### config.mk
export PLATFORM = sky130hd
export DESIGN_NAME = accum_readout_ctrl
export DESIGN_NICKNAME = d
export VERILOG_FILES = /design/src/rtl/accum_readout_ctrl.sv
export SDC_FILE = /design/constraint.sdc
export NUM_CORES = 1
export LEC_CHECK = 0
export ABC_CLOCK_PERIOD_IN_PS = 1850
export BUFFER_PORTS_ARGS = -buffer_cell sky130_fd_sc_hd__buf_4
export CORE_ASPECT_RATIO = 0.75
export CORE_MARGIN = 3
export CORE_UTILIZATION = 51
export CTS_BUF_LIST = sky130_fd_sc_hd__clkbuf_4
export DETAILED_ROUTE_END_ITERATION = 8
export PLACE_DENSITY_LB_ADDON = 0.08
export SYNTH_ARGS = -nofsm -noshare
export SYNTH_HDL_FRONTEND = slang
export SYNTH_SLANG_ARGS = --single-unit
### constraint.sdc
create_clock -name clk -period 1.85 [get_ports clk]
set_input_delay 0.37 -clock clk [delete_from_list [all_inputs] [get_ports clk]]
set_output_delay 0.37 -clock clk [all_outputs]
set_load 0.01 [all_outputs]
### src/rtl/accum_readout_ctrl.sv
// accum_readout_ctrl: serialises the accumulator/counter state into a byte
// frame (LSB, MSB, counter value, optional carry) over a valid/ready link.
// The accumulator is frozen via hold while a frame is being read out.
module accum_readout_ctrl #(
    parameter int unsigned INCLUDE_CARRY = 1
) (
    input  logic       clk,
    input  logic       rst_n,
    input  logic       start,
    input  logic       abort,
    input  logic [7:0] mux_data,
    output logic [2:0] mux_sel,
    output logic       hold,
    output logic [7:0] out_data,
    output logic       out_valid,
    input  logic       out_ready,
    output logic       out_last,
    output logic       busy,
    output logic       done
);

    // Accumulator mux select encodings
    localparam logic [2:0] MUX_SEL_REGISTER_2_LSB = 3'd0;
    localparam logic [2:0] MUX_SEL_REGISTER_2_MSB = 3'd1;
    localparam logic [2:0] MUX_SEL_COUNTER_VALUE  = 3'd2;
    localparam logic [2:0] MUX_SEL_COUNTER_CARRY  = 3'd3;

    // FSM states
    localparam logic [1:0] ST_IDLE = 2'd0;
    localparam logic [1:0] ST_LOAD = 2'd1;
    localparam logic [1:0] ST_SEND = 2'd2;
    localparam logic [1:0] ST_DONE = 2'd3;

    // Index of the final byte in the frame
    localparam logic [1:0] LAST_IDX = (INCLUDE_CARRY != 0) ? 2'd3 : 2'd2;

    logic [1:0] state_q, state_d;
    logic [1:0] idx_q, idx_d;
    logic [2:0] mux_sel_q, mux_sel_d;
    logic [7:0] out_data_q, out_data_d;
    logic       out_valid_q, out_valid_d;
    logic       out_last_q, out_last_d;
    logic       hold_q, hold_d;
    logic       done_q, done_d;

    // Map a byte index onto the mux encoding that presents that byte
    function automatic logic [2:0] sel_for_idx(input logic [1:0] i);
        logic [2:0] s;
        case (i)
            2'd0:    s = MUX_SEL_REGISTER_2_LSB;
            2'd1:    s = MUX_SEL_REGISTER_2_MSB;
            2'd2:    s = MUX_SEL_COUNTER_VALUE;
            default: s = MUX_SEL_COUNTER_CARRY;
        endcase
        return s;
    endfunction

    // Next-state and registered-output logic
    always_comb begin
        state_d     = state_q;
        idx_d       = idx_q;
        mux_sel_d   = mux_sel_q;
        out_data_d  = out_data_q;
        out_valid_d = out_valid_q;
        out_last_d  = out_last_q;
        hold_d      = hold_q;
        done_d      = 1'b0;

        if (abort && (state_q != ST_IDLE)) begin
            // Abort wins over any handshake in the same cycle
            state_d     = ST_IDLE;
            idx_d       = 2'd0;
            mux_sel_d   = MUX_SEL_REGISTER_2_LSB;
            out_valid_d = 1'b0;
            out_last_d  = 1'b0;
            hold_d      = 1'b0;
        end else begin
            case (state_q)
                ST_IDLE: begin
                    if (start && !abort) begin
                        state_d   = ST_LOAD;
                        idx_d     = 2'd0;
                        mux_sel_d = MUX_SEL_REGISTER_2_LSB;
                        hold_d    = 1'b1;
                    end
                end
                ST_LOAD: begin
                    // mux_sel has had a full cycle to settle; capture the byte
                    out_data_d  = mux_data;
                    out_valid_d = 1'b1;
                    out_last_d  = (idx_q == LAST_IDX);
                    state_d     = ST_SEND;
                end
                ST_SEND: begin
                    if (out_valid_q && out_ready) begin
                        out_valid_d = 1'b0;
                        if (idx_q == LAST_IDX) begin
                            out_last_d = 1'b0;
                            done_d     = 1'b1;
                            state_d    = ST_DONE;
                        end else begin
                            idx_d     = idx_q + 2'd1;
                            mux_sel_d = sel_for_idx(idx_q + 2'd1);
                            state_d   = ST_LOAD;
                        end
                    end
                end
                ST_DONE: begin
                    hold_d    = 1'b0;
                    idx_d     = 2'd0;
                    mux_sel_d = MUX_SEL_REGISTER_2_LSB;
                    state_d   = ST_IDLE;
                end
                default: begin
                    state_d = ST_IDLE;
                end
            endcase
        end
    end

    // State registers with asynchronous reset
    always_ff @(posedge clk or negedge rst_n) begin
        if (!rst_n) begin
            state_q     <= ST_IDLE;
            idx_q       <= 2'd0;
            mux_sel_q   <= MUX_SEL_REGISTER_2_LSB;
            out_data_q  <= 8'h00;
            out_valid_q <= 1'b0;
            out_last_q  <= 1'b0;
            hold_q      <= 1'b0;
            done_q      <= 1'b0;
        end else begin
            state_q     <= state_d;
            idx_q       <= idx_d;
            mux_sel_q   <= mux_sel_d;
            out_data_q  <= out_data_d;
            out_valid_q <= out_valid_d;
            out_last_q  <= out_last_d;
            hold_q      <= hold_d;
            done_q      <= done_d;
        end
    end

    // Output wiring
    always_comb begin
        mux_sel   = mux_sel_q;
        hold      = hold_q;
        out_data  = out_data_q;
        out_valid = out_valid_q;
        out_last  = out_last_q;
        done      = done_q;
        busy      = (state_q != ST_IDLE);
    end

endmodule
==> metrics.csv <==
stage,metric,value,unit
worst_setup_path,max_stage_delay,0.36,ns
grt,grt_pass1_vias,680,
finish,area_growth,30.5,%
outcome,outcome,"finished, final reports clean",
yosys,syn-cell-area,893,um^2
worst_setup_path,worstPathCellList,inv_1 > ha_1 > nand2b_1 > nand2_2 > mux2_2,
yosys,yosys.area.top_type_share,47.6,%
drt,via_per_inst,5.32,
power,power.switching,0.000704,W
floorplan,core-area,1560,um^2
worst_setup_path,start_kind,flop,
timing,final.min_clock_period,1.70,ns
drt,wl_per_cell,13.8,um
timing,finalHoldViolCount,0,
yosys,synthArstFlopShare,100,%
worst_setup_path,required,2.03,ns
floorplan,dieArea,2290,um^2
cts,post_cts_resize_count,0,
power,ir_drop,1.01,mV
grt,overflow,0,
timing,tns,0,ns
cts,cts-root-buf,clkbuf_4,
worst_setup_path,arrival,1.88,ns
timing,clock_skew,0.000537,ns
cts,clk_path_buf_depth,2,
yosys,yosysMostFrequentCell,dfrtp_1,
place,pre_cts_slack,0.161,ns
floorplan,die_w,54.3,um
timing,fin_ws,0.150,ns
cts,clock_latency,0.28,ns
finish,nNetsFinal,128,
worst_setup_path,worstPathMaxFanout,8,
floorplan,initial_core_util,57.2,%
power,p_per_area,1620,nW/um^2
power,leakagePower,0.577,nW
yosys,synth_nets,94,
finish,antenna_cells,0,
cts,cts_made_buffers,3,
worst_setup_path,crit_path_top_delay_cell,dfrtp_1,
cts,clkTransAtPathRegs,0.09,ns
grt,grt_pass1_wl,2870,um
drt,routed_wl,1780,um
drt,drtPass1Iterations,4,
power,pwr-share-clk,10.8,%
grt,antenna_found_initial,0,
drt,drcViolationCount,0,
floorplan,num_rows,12,
place,place_hpwl,1410,um
cts,cts_tree,built,
yosys,ys.flop_type,dfrtp_1,
yosys,synth_edf_count,0,
timing,rsz0062_at_grt,no,
finish,fillers,111,
timing,setup_viol,0,
power,p_int,0.00119,W
timing,fin_crit_sh,91.9,%
cts,post_cts_buffers,0,
grt,grt_max_degree,18,
place,gp_congestion,0.881,
drt,drtIter0Drc,13,
grt,grt_use_total,17.2,%
timing,report.final.slew_viol_count,0,
finish,drive_above_1_share,46.3,%
yosys,ys_seq_area_share,47.6,%
hold_path,min_path_type,in -> reg,
cts,h-tree-depth,1,
yosys,ys_seq_elements,17,
yosys,synth_cells,75,
drt,ant_nets,0,
job,maxCapViolations,0,
drt,num_vias,686,
place,portBuffers,27,
worst_setup_path,worst_setup_path_end_kind,flop,
power,seqPwrFrac,31.8,%
yosys,ys_top_cells_by_count,"17 x dfrtp_1, 9 x mux2_2, 6 x ha_1, 6 x inv_1, 4 x nand2_1",
cts,cts_sinks,17,
yosys,syn_avg_cell_area,11.9,um^2
power,p_sw_share,37.3,%
floorplan,die_h,42.2,um
yosys,yosysWarnings,0,
yosys,yosys.area.top_type,dfrtp_1,
timing,fmax,588,MHz
yosys,ys_types,28,
worst_setup_path,path_class,reg -> reg,
floorplan,ioPinCount,29,
power,power_frac_comb,57.4,%
yosys,synthTopCellsByArea,"dfrtp_1 48%, mux2_2 11%, ha_1 8.4%",
==> worst max-delay path: cells and delay by family, from the launching register on <==
family | cells | cell delay (ns)
buf+inv | 1 | 0.07
flops | 1 | 0.36
simple gates | 2 | 0.58
mux | 1 | 0.36
fa+ha+maj | 1 | 0.21
==> timing repair <==
| item | 4_1_cts | 5_1_grt |
|---|---|---|
| hold buffers | 1 | 0 |
| endpoints found under the setup margin | 0 | 0 |
| hold endpoints to repair | 17 | 0 |
==> through the flow <==
stage               power [W]  cells  hold slack (ns)  util, %  area (um^2)
finish                0.00189    129            0.310     74.7         1170
global route          0.00204    129            0.293     74.7         1170
CTS                   0.00191    129            0.306     74.7         1170
detailed placement    0.00170    124            0.242     72.1         1130
global placement      0.00167    124            0.243     72.1         1130
floorplan             0.00129     75           0.0744        -          893
==> cells by family after synthesis <==
family                     Yosys count  share of synthesized area, %
muxes                               12                          14.7
and+or+nand+nor                     17                          12.3
DFF                                 17                          47.6
AOI/OAI and AO/OA                   13                          11.1
adders and majority gates            6                          8.40
buffers and inverters                9                          5.46
other                                1                         0.420
==> final cells by class <==
type,instances,area (um^2),share of cell area (%)
multi-input combinational,49,419,35.9
clock buffer,4,30.0,2.58
sequential,17,425,36.5
inverter,6,22.5,1.93
timing repair buffer,32,243,20.8
tap,21,26.3,2.25
==> cell usage in the layout (no fill, tap or decap), types with 3 or more instances in the layout <==
master / n
inv_1: 6
ha_1: 6
buf_4: 31
nand2_1: 4
clkbuf_4: 4
dfrtp_1: 17
o21ai_0: 3
mux2i_1: 3
mux2_2: 9
==> sequential cells by signal, summed over array words and instances, names as in the netlist <==
signal,flops
done,1
hold,1
idx_q,2
mux_sel,1
out_data,8
out_last,1
out_valid,1
state_q,2
==> routing by layer <==
layer,global-route usage [%],vias to the layer above,wire length [um]
met1,20.9,312,773
met3,6.76,8,148
li1,-,329,-
met5,0,-,0
met4,4.48,0,36
met2,27.9,37,823
==> final timing paths <==
kind | cells after the start | from | to | slack, ns
worst min-delay path | 2 | mux_data[5] | out_data[5] | 0.31
worst max register to register | 5 | state_q[0] | out_data[2] | 0.15
worst min register to register | 1 | out_data[5] | out_data[5] | 0.51
max in group asynchronous | 2 | rst_n | state_q[0] | 1.20
worst max-delay path | 5 | state_q[0] | out_data[2] | 0.15
min in group asynchronous | 2 | rst_n | out_data[4] | 0.47
==> power groups by stage <==
stage | sequential, W | combinational [W] | clock (W)
global route | 0.000616 | 0.00119 | 0.000234
global placement | 0.000601 | 0.00106 | 0
detailed placement | 0.000609 | 0.00109 | 0
CTS | 0.000601 | 0.00109 | 0.000214
finish | 0.000600 | 0.00109 | 0.000205
floorplan | 0.000684 | 0.000611 | 0
Note: power is estimated with default switching activity, not from simulation.
